$ cat config.mk
export PLATFORM = sky130hd
export DESIGN_NAME = ascii_word_assembler
export DESIGN_NICKNAME = d
export VERILOG_FILES = /design/src/rtl/ascii_word_assembler_pkg.sv /design/src/rtl/ascii_word_assembler.sv
export SDC_FILE = /design/constraint.sdc
export NUM_CORES = 1
export LEC_CHECK = 0
export CAP_MARGIN = 20
export CORE_MARGIN = 3
export CORE_UTILIZATION = 35
export CTS_CLUSTER_SIZE = 30
export DETAILED_ROUTE_END_ITERATION = 10
export HOLD_SLACK_MARGIN = 0.03
export SLEW_MARGIN = 20
export SYNTH_ARGS = -nofsm -noshare
export SYNTH_HDL_FRONTEND = slang
export SYNTH_SLANG_ARGS = --single-unit
$ cat constraint.sdc
create_clock -name clk -period 4.5 [get_ports clk]
set_input_delay 1.125 -clock clk [delete_from_list [all_inputs] [get_ports clk]]
set_output_delay 1.125 -clock clk [all_outputs]
set_load 0.05 [all_outputs]
$ cat src/rtl/ascii_word_assembler_pkg.sv
// Shared constants and FSM state type for the ASCII word assembler.
// The downstream ASCII-to-BCD converter reuses ASCII_ZERO as its pad digit.
package ascii_word_assembler_pkg;

  localparam logic [7:0] ASCII_ZERO = 8'h30;
  localparam logic [7:0] ASCII_CR   = 8'h0D;

  // Width of out_len; holds 0..CHARS for the default 4-character word.
  localparam int LEN_W = 3;

  typedef enum logic {
    ST_COLLECT = 1'b0,
    ST_HOLD    = 1'b1
  } state_e;

endpackage

$ cat src/rtl/ascii_word_assembler.sv
// Packs a serial stream of ASCII characters into one word, first character in the MSB byte.
// The word is released early on a terminator; unused leading bytes keep the pad character.
module ascii_word_assembler
  import ascii_word_assembler_pkg::*;
#(
  parameter int                N         = 32,
  parameter int                CHAR_W    = 8,
  parameter int                CHARS     = N / CHAR_W,
  parameter logic [CHAR_W-1:0] PAD_CHAR  = ASCII_ZERO,
  parameter logic [CHAR_W-1:0] TERM_CHAR = ASCII_CR
) (
  input  logic              clk,
  input  logic              rst_n,
  input  logic              in_valid,
  input  logic [CHAR_W-1:0] in_char,
  output logic              in_ready,
  output logic              out_valid,
  input  logic              out_ready,
  output logic [N-1:0]      out_word,
  output logic [LEN_W-1:0]  out_len
);

  localparam logic [N-1:0]     PAD_WORD = {CHARS{PAD_CHAR}};
  localparam logic [LEN_W-1:0] FULL_LEN = LEN_W'(CHARS);

  state_e           state_q, state_d;
  logic [N-1:0]     word_q, word_d;
  logic [LEN_W-1:0] len_q, len_d;
  logic [LEN_W-1:0] len_plus;
  logic             accept;

  always_ff @(posedge clk or negedge rst_n) begin
    if (!rst_n) begin
      state_q <= ST_COLLECT;
      word_q  <= PAD_WORD;
      len_q   <= '0;
    end else begin
      state_q <= state_d;
      word_q  <= word_d;
      len_q   <= len_d;
    end
  end

  assign len_plus = len_q + 1'b1;

  always_comb begin
    state_d   = state_q;
    word_d    = word_q;
    len_d     = len_q;
    in_ready  = 1'b0;
    out_valid = 1'b0;
    accept    = 1'b0;

    case (state_q)
      ST_COLLECT: begin
        // in_ready must drop the moment rst_n asserts, not one edge later.
        in_ready = rst_n;
        accept   = in_valid && rst_n;
        if (accept) begin
          if (in_char == TERM_CHAR) begin
            // A terminator on an empty word is swallowed without producing output.
            if (len_q != '0) begin
              state_d = ST_HOLD;
            end
          end else begin
            word_d = {word_q[N-CHAR_W-1:0], in_char};
            len_d  = len_plus;
            if (len_plus == FULL_LEN) begin
              state_d = ST_HOLD;
            end
          end
        end
      end

      ST_HOLD: begin
        out_valid = 1'b1;
        if (out_ready) begin
          state_d = ST_COLLECT;
          word_d  = PAD_WORD;
          len_d   = '0;
        end
      end
    endcase
  end

  assign out_word = word_q;
  assign out_len  = len_q;

endmodule

After elaboration in Yosys (flattened, before gate mapping)
Cells that the tools add are included.
{"block": "word_totals", "word_cells": 29, "inputBits": 12, "register_bits": 36}
{"block": "classes", "n_reduce_logical": 3, "n_eq_ne": 5, "n_bitwise": 1, "n_mux": 16, "add_sub_neg": 1}
{"operator": "$mux 32", "count": 3}
{"operator": "$pmux 32 s2", "count": 1}
{"operator": "$mux 3", "count": 3}
{"operator": "$eq 8x4->1 const B", "count": 1}
{"operator": "$mux 1", "count": 7}
{"operator": "$ne 2x2->1 const B", "count": 3}
{"operator": "$pmux 3 s2", "count": 1}
{"operator": "$add 3x1->3 const B", "count": 1}
{"operator": "$eq 3x3->1 const B", "count": 1}
{"operator": "$reduce_and 3->1", "count": 1}
{"operator": "$reduce_bool 3->1", "count": 1}
{"operator": "$pmux 1 s2", "count": 1}
{"operator": "$logic_and 1x1->1", "count": 1}
{"operator": "$not 1->1", "count": 1}

Longest topological paths before layout
Gate-level depths: netlist of run 1.
{"block": "logic_depth", "ltp_word": 6, "depth_mapped": 5, "depth_no_buf": 5}

Least setup slack after synthesis of run 1
OpenSTA, ideal clock, no wires.
{"block": "synth_path", "path_type": "input -> output", "from": "in rst_n", "to": "out in_ready", "t_required_ps": 3375, "stages": 1, "n_path_buf": 0, "setup_slack_ps": 1512, "arrival_ps": 1863, "cell_sequence": "nor2b_1"}
{"block": "synth_between", "elab_chain_cells": 1}
{"element": "start: declaration", "line_no": "ascii_word_assembler.sv:13", "text": "input logic rst_n,"}
{"element": "$mux 1", "line_no": "ascii_word_assembler.sv:54", "text": "case (state_q)"}
{"element": "end: declaration", "line_no": "ascii_word_assembler.sv:16", "text": "output logic in_ready,"}
No other way between the ends.

Worst setup path in the final report of run 1
Same ends and word-level chain as after synthesis.

==> impl_metrics.py, run 1 <==
metrics = {
    "setup_path": {
        "regToRegStartpoint": "state_q",
        "crit_arrival_ps": 2180,
        "max_stage_delay_ps": 820,
        "end_kind": "output pin",
        "critPathRequiredTime_ps": 3380,
        "path_cells": "buf_2 > nor2b_1 > clkdlybuf4s50_1",
        "r2r-end": "out_word[27]",
        "start_kind": "input port",
        "ff2ff_setup_slack_ps": 2560,
        "cpMaxStageDelayCell": "clkdlybuf4s50_1",
        "worst_r2r_path_depth": 4,
        "cp-startpoint": "rst_n",
        "crit_type": "input port to output pin",
        "cp_max_fo": 2,
    },
    "timing": {
        "fin_setup_tns_ps": 0,
        "min_period_ps": 3310,
        "fmax_mhz": 302,
        "whs_ps": 521,
        "setup_viol": 0,
        "relSlewSlack_pct": 38.9,
        "final-hold-violation-count": 0,
        "rsz0062_at_grt": "false",
        "fin_crit_sh_pct": 73.5,
        "tightestPinTransition_ps": 917,
        "finalMaxSlewViolations": 0,
        "fin_worst_skew_ps": 4.19,
    },
    "power": {
        "leakagePower_nw": 1.01,
        "power.density_nw_per_um2": 778,
        "ir_worst_vdd_v": 0.000422,
    },
    "min_path": {
        "whs_endpoint": "out_word[31]",
        "hold_depth": 2,
        "hold_path_startpoint": "out_word[31]",
        "holdCritPathClass": "register to register",
    },
    "global_routing": {
        "grt_pass1_vias": 1507,
        "grt_max_degree": 38,
        "grt_usage_pct": 15.2,
        "antenna_found_initial": 0,
        "overflow": 0,
        "grt_pass1_wl_mm": 7.34,
    },
    "layout": {
        "fin_cells": 277,
        "antenna_cells": 0,
        "fill_cells": 454,
        "utilization_pct": 49.6,
        "final_common_cell": "clkdlybuf4s50_1",
        "drive_gt1_share_pct": 14.3,
        "seq_area_sq_um": 911,
        "multi_input_area_sq_um": 703,
        "nets": 225,
        "syn_to_final_growth_pct": 35.7,
        "layout_common_cells": "clkdlybuf4s50_1 (47), dfrtp_1 (28), nand2_1 (22), o211ai_1 (18), inv_1 (15)",
    },
    "outcome": {
        "status": "finished, final reports clean",
    },
    "detailed_routing": {
        "drtAntennaViolNets": 0,
        "dr_wl_met2_mm": 2.05,
        "wire_per_inst_um": 15.4,
        "top_layer": "met4",
        "vias_per_cell": 5.09,
        "wl_met1_mm": 2.02,
        "drc": 0,
        "wirelength_mm": 4.27,
        "via_count": 1410,
        "wl_met3_um": 172,
        "firstDrtPassIters": 4,
        "drtIter0Drc": 51,
    },
    "logic_synthesis": {
        "synthesis.area_sq_um": 1740,
        "avgSynthCellArea_sq_um": 10.5,
        "ys.warnings.count": 0,
        "syn-instance-count": 165,
        "syn_nets": 180,
        "synth_edf_count": 0,
        "ys_seq_area_share_pct": 52.4,
        "ys.flop_type": "dfrtp_1",
        "synth_area_leader_cell": "dfrtp_1",
        "synthTopCellsByArea": "dfrtp_1 (40%), dfstp_2 (12%), o211ai_1 (7.8%), mux2i_1 (6.3%), o31ai_2 (5.8%)",
        "synth_top_area_share_pct": 40.3,
        "ys_types": 29,
        "async_reset_ff_share_pct": 100,
        "synth_seq_cells": 36,
    },
    "die": {
        "die_area_sq_um": 5840,
        "fp.dieW_um": 76.4,
        "core-area_sq_um": 4750,
        "dieHeight_um": 76.4,
        "ios": 49,
        "initial_core_util_pct": 36.5,
        "num_rows": 25,
    },
    "clock_tree": {
        "cts-root-buf": "clkbuf_8",
        "cts_buffers": 5,
        "htreeDepth": 2,
        "cts.sinks": 36,
        "worstSkewPairLatency_ps": 280,
        "hold_buffers": 0,
        "cts_resized": 0,
        "cts_setup_buffers": 0,
        "cts.clk_slew.worst_paths_ps": 70,
        "clk_path_buf_depth": 2,
        "cts_tree": "built",
    },
    "placed_design": {
        "port_buffers": 48,
        "hpwl_mm": 2.90,
        "placed_cells": 270,
        "routabilityCongestion": 0.763,
    },
    "job": {
        "drv_cap": 0,
    },
}
worst max-delay path, delay by kind of cell:
kind	cells	cell delay (ps)
buffers and inverters	2	900
AND/OR/NAND/NOR	1	150
layer usage:
| layer | GRT usage [%] | vias to the layer above |
|---|---|---|
| met4 | 4.35 | 0 |
| met5 | 0 | - |
| met2 | 24.4 | 39 |
| li1 | - | 665 |
| met3 | 3.31 | 4 |
| met1 | 20.8 | 702 |
cell type report:
| cell class | instances | share of cell area (%) |
|---|---|---|
| flip-flops and latches | 36 | 38.7 |
| inverters | 15 | 2.39 |
| well taps | 67 | 3.56 |
| repair buffers | 52 | 21.5 |
| multi-input cells | 100 | 29.8 |
| clock buffers | 7 | 4.09 |
stage by stage:
step | area (sq um) | setup WS (ps) | total power, W
floorplan | 1740 | 1510 | 0.00126
global placement | 2260 | 1190 | 0.00158
detailed placement | 2260 | 1130 | 0.00160
CTS | 2360 | 1180 | 0.00186
global route | 2360 | 1150 | 0.00193
finish | 2360 | 1190 | 0.00183
power breakdown:
| part | total, W | switching [W] | leakage [nW] | internal (W) |
|---|---|---|---|---|
| Sequential | 0.000579 | 0.000102 | 0.439 | 0.000477 |
| Combinational | 0.00101 | 0.000671 | 0.523 | 0.000337 |
| Clock | 0.000246 | 0.000110 | 0.0503 | 0.000136 |
sequential cells by signal, indices dropped and copies added (netlist names):
| signal | cells |
|---|---|
| out_word | 32 |
| state_q | 1 |
| out_len | 3 |
synth_stat cells, types with 2 or more instances:
cell       number
dfrtp_1        28
nand2_1        22
o211ai_1       18
inv_1          15
mux2i_1        11
clkbuf_1       10
dfstp_2         8
nor2_1          8
o31ai_2         8
o21ai_0         6
o21ai_1         6
o31ai_1         4
ha_1            3
buf_2           2
o2111ai_1       2
worst max path at each step:
| stage | slack (ps) | to |
|---|---|---|
| detailed placement | 1130 | out_word[27] |
| finish | 1190 | in_ready |
| global route | 1150 | in_ready |
| global placement | 1190 | out_word[30] |
| floorplan | 1510 | in_ready |
| CTS | 1180 | in_ready |
kinds of logic after synthesis:
logic type	share of synthesized area, %
buffers and inverters	7.06
XOR/XNOR	0.504
AO/OA/AOI/OAI	22.1
AND/OR/NAND/NOR	9.37
multiplexers	6.34
flip-flops	52.4
adder cells (fa/ha/maj)	2.16
Note: power is estimated with default switching activity, not from simulation.
==> inputs of run 2 (changes only) <==
==> constraint.sdc (replaced) <==
create_clock -name clk -period 3 [get_ports clk]
set_input_delay 0.75 -clock clk [delete_from_list [all_inputs] [get_ports clk]]
set_output_delay 0.75 -clock clk [all_outputs]
set_load 0.05 [all_outputs]
==> run 2 against run 1 <==
Against the previous run: register-to-register slack lost 1100 ps; critical path depth fell by 2; final area rose by 2.7%; first-iteration DRC count is 49% higher; via count decreased by 1.3%.
==> impl_metrics.py, run 2 (same netlist as run 1, synthesis figures left out) <==
metrics = {
    "die": {
        "ios": 49,
        "fp.dieW_um": 76.4,
        "core-area_sq_um": 4750,
        "dieHeight_um": 76.4,
        "initial_core_util_pct": 36.5,
        "die_area_sq_um": 5840,
        "num_rows": 25,
    },
    "timing": {
        "final-hold-violation-count": 0,
        "setup_viol": 0,
        "fin_crit_sh_pct": 79.6,
        "rsz0062_at_grt": "false",
        "fin_worst_skew_ps": 3.30,
        "min_period_ps": 2390,
        "fin_setup_tns_ps": 0,
        "relSlewSlack_pct": 58.3,
        "finalMaxSlewViolations": 0,
        "tightestPinTransition_ps": 624,
        "fmax_mhz": 419,
    },
    "setup_path": {
        "cpLargestDelayFamily": "buffers and inverters",
        "critPathRequiredTime_ps": 2250,
        "ff2ff_setup_slack_ps": 1500,
        "worst_r2r_path_depth": 3,
        "regToRegStartpoint": "state_q",
        "path_buf_inv": 1,
        "start_kind": "register",
        "cp_max_fo": 3,
        "path_cells": "clkdlybuf4s50_1",
        "crit_arrival_ps": 1640,
        "r2r-end": "out_word[24]",
        "max_stage_delay_ps": 800,
        "cpMaxStageDelayCell": "clkdlybuf4s50_1",
        "crit_type": "register to output pin",
        "end_kind": "output pin",
    },
    "layout": {
        "antenna_cells": 0,
        "layout_common_cells": "clkdlybuf4s50_1 (46), dfrtp_1 (28), nand2_1 (22), o211ai_1 (18), inv_1 (15)",
        "fill_cells": 457,
        "largest_reg_flops": 32,
        "utilization_pct": 50.9,
        "final_common_cell": "clkdlybuf4s50_1",
        "syn_to_final_growth_pct": 39.3,
        "nets": 228,
        "fin_cells": 281,
        "drive_gt1_share_pct": 16.4,
    },
    "clock_tree": {
        "cts_resized": 0,
        "cts.sinks": 36,
        "cts_buffers": 5,
        "worstSkewPairLatency_ps": 280,
        "cts_tree": "built",
        "clk_path_buf_depth": 2,
        "cts-root-buf": "clkbuf_8",
        "htreeDepth": 2,
        "hold_buffers": 0,
        "cts_setup_buffers": 0,
        "cts.clk_slew.worst_paths_ps": 70,
    },
    "global_routing": {
        "antenna_found_initial": 0,
        "grt_usage_pct": 15.7,
        "overflow": 0,
        "grt_pass1_wl_mm": 7.49,
        "grt_max_degree": 38,
        "grt_pass1_vias": 1509,
    },
    "placed_design": {
        "hpwl_mm": 2.91,
        "routabilityCongestion": 0.740,
        "port_buffers": 48,
        "placed_cells": 273,
    },
    "power": {
        "ir_worst_vdd_v": 0.000747,
        "power_w": 0.00287,
        "power.density_nw_per_um2": 1180,
        "leakagePower_nw": 1.05,
    },
    "detailed_routing": {
        "drc": 0,
        "wire_per_inst_um": 15.3,
        "firstDrtPassIters": 4,
        "wirelength_mm": 4.29,
        "drtIter0Drc": 76,
        "vias_per_cell": 4.95,
        "via_count": 1391,
        "drtAntennaViolNets": 0,
    },
    "min_path": {
        "holdCritPathClass": "input port to asynchronous set/reset pin",
    },
    "job": {
        "drv_cap": 0,
    },
    "outcome": {
        "status": "finished, final reports clean",
    },
}
-- run 2: cell count changes in the layout (fill, tap and decap cells not counted) --
| cell | before | now |
|---|---|---|
| buf_12 | 0 | 1 |
| buf_4 | 4 | 7 |
| bufinv_16 | 0 | 1 |
| clkdlybuf4s50_1 | 47 | 46 |
-- run 2: final cells by class --
| class | count | area, sq um | area share, % |
|---|---|---|---|
| Multi-Input combinational cell | 100 | 703 | 29.1 |
| Timing Repair Buffer | 55 | 538 | 22.2 |
| Sequential cell | 36 | 911 | 37.7 |
| Inverter | 15 | 56.3 | 2.33 |
| Clock inverter | 1 | 30.0 | 1.24 |
| Tap cell | 67 | 83.8 | 3.47 |
| Clock buffer | 7 | 96.3 | 3.98 |
-- run 2: where the power goes --
part           total (W)  internal, W  switching [W]  leakage, nW
Sequential      0.000870     0.000715       0.000155        0.439
Clock           0.000466     0.000293       0.000172       0.0645
Combinational    0.00153     0.000514        0.00102        0.543
Total            0.00287      0.00152        0.00134         1.05
-- run 2: routing by layer --
| layer | track usage [%] | up-vias | part of all wire, % |
|---|---|---|---|
| li1 | - | 673 | - |
| met1 | 20.7 | 673 | 49 |
| met2 | 25.6 | 41 | 46 |
| met3 | 4.26 | 4 | 4.6 |
| met4 | 3.80 | 0 | 0.58 |
| met5 | 0 | - | 0 |
-- run 2: worst register-to-register path, delay by kind of cell (launching register included) --
kind               cells  cell delay, ps
and+or+nand+nor        1             400
AOI/OAI and AO/OA      2             550
DFF                    1             430
-- run 2: worst max-delay path by stage --
stage | from | end | cells after the start
final | out_word[4] | out_word[4] | 1
after global routing | out_word[20] | out_word[20] | 1
after CTS | out_word[20] | out_word[20] | 1
after detailed placement | in_char[6] | out_len[2] | 4
after global placement | in_char[6] | out_len[2] | 4
after floorplan | rst_n | in_ready | 1
-- run 2: metrics by stage --
stage	area [sq um]	worst slack, ps	hold WS [ps]
global placement	2290	510	509
detailed placement	2290	483	513
finish	2420	612	508
floorplan	1740	762	454
CTS	2420	603	523
global route	2420	563	545
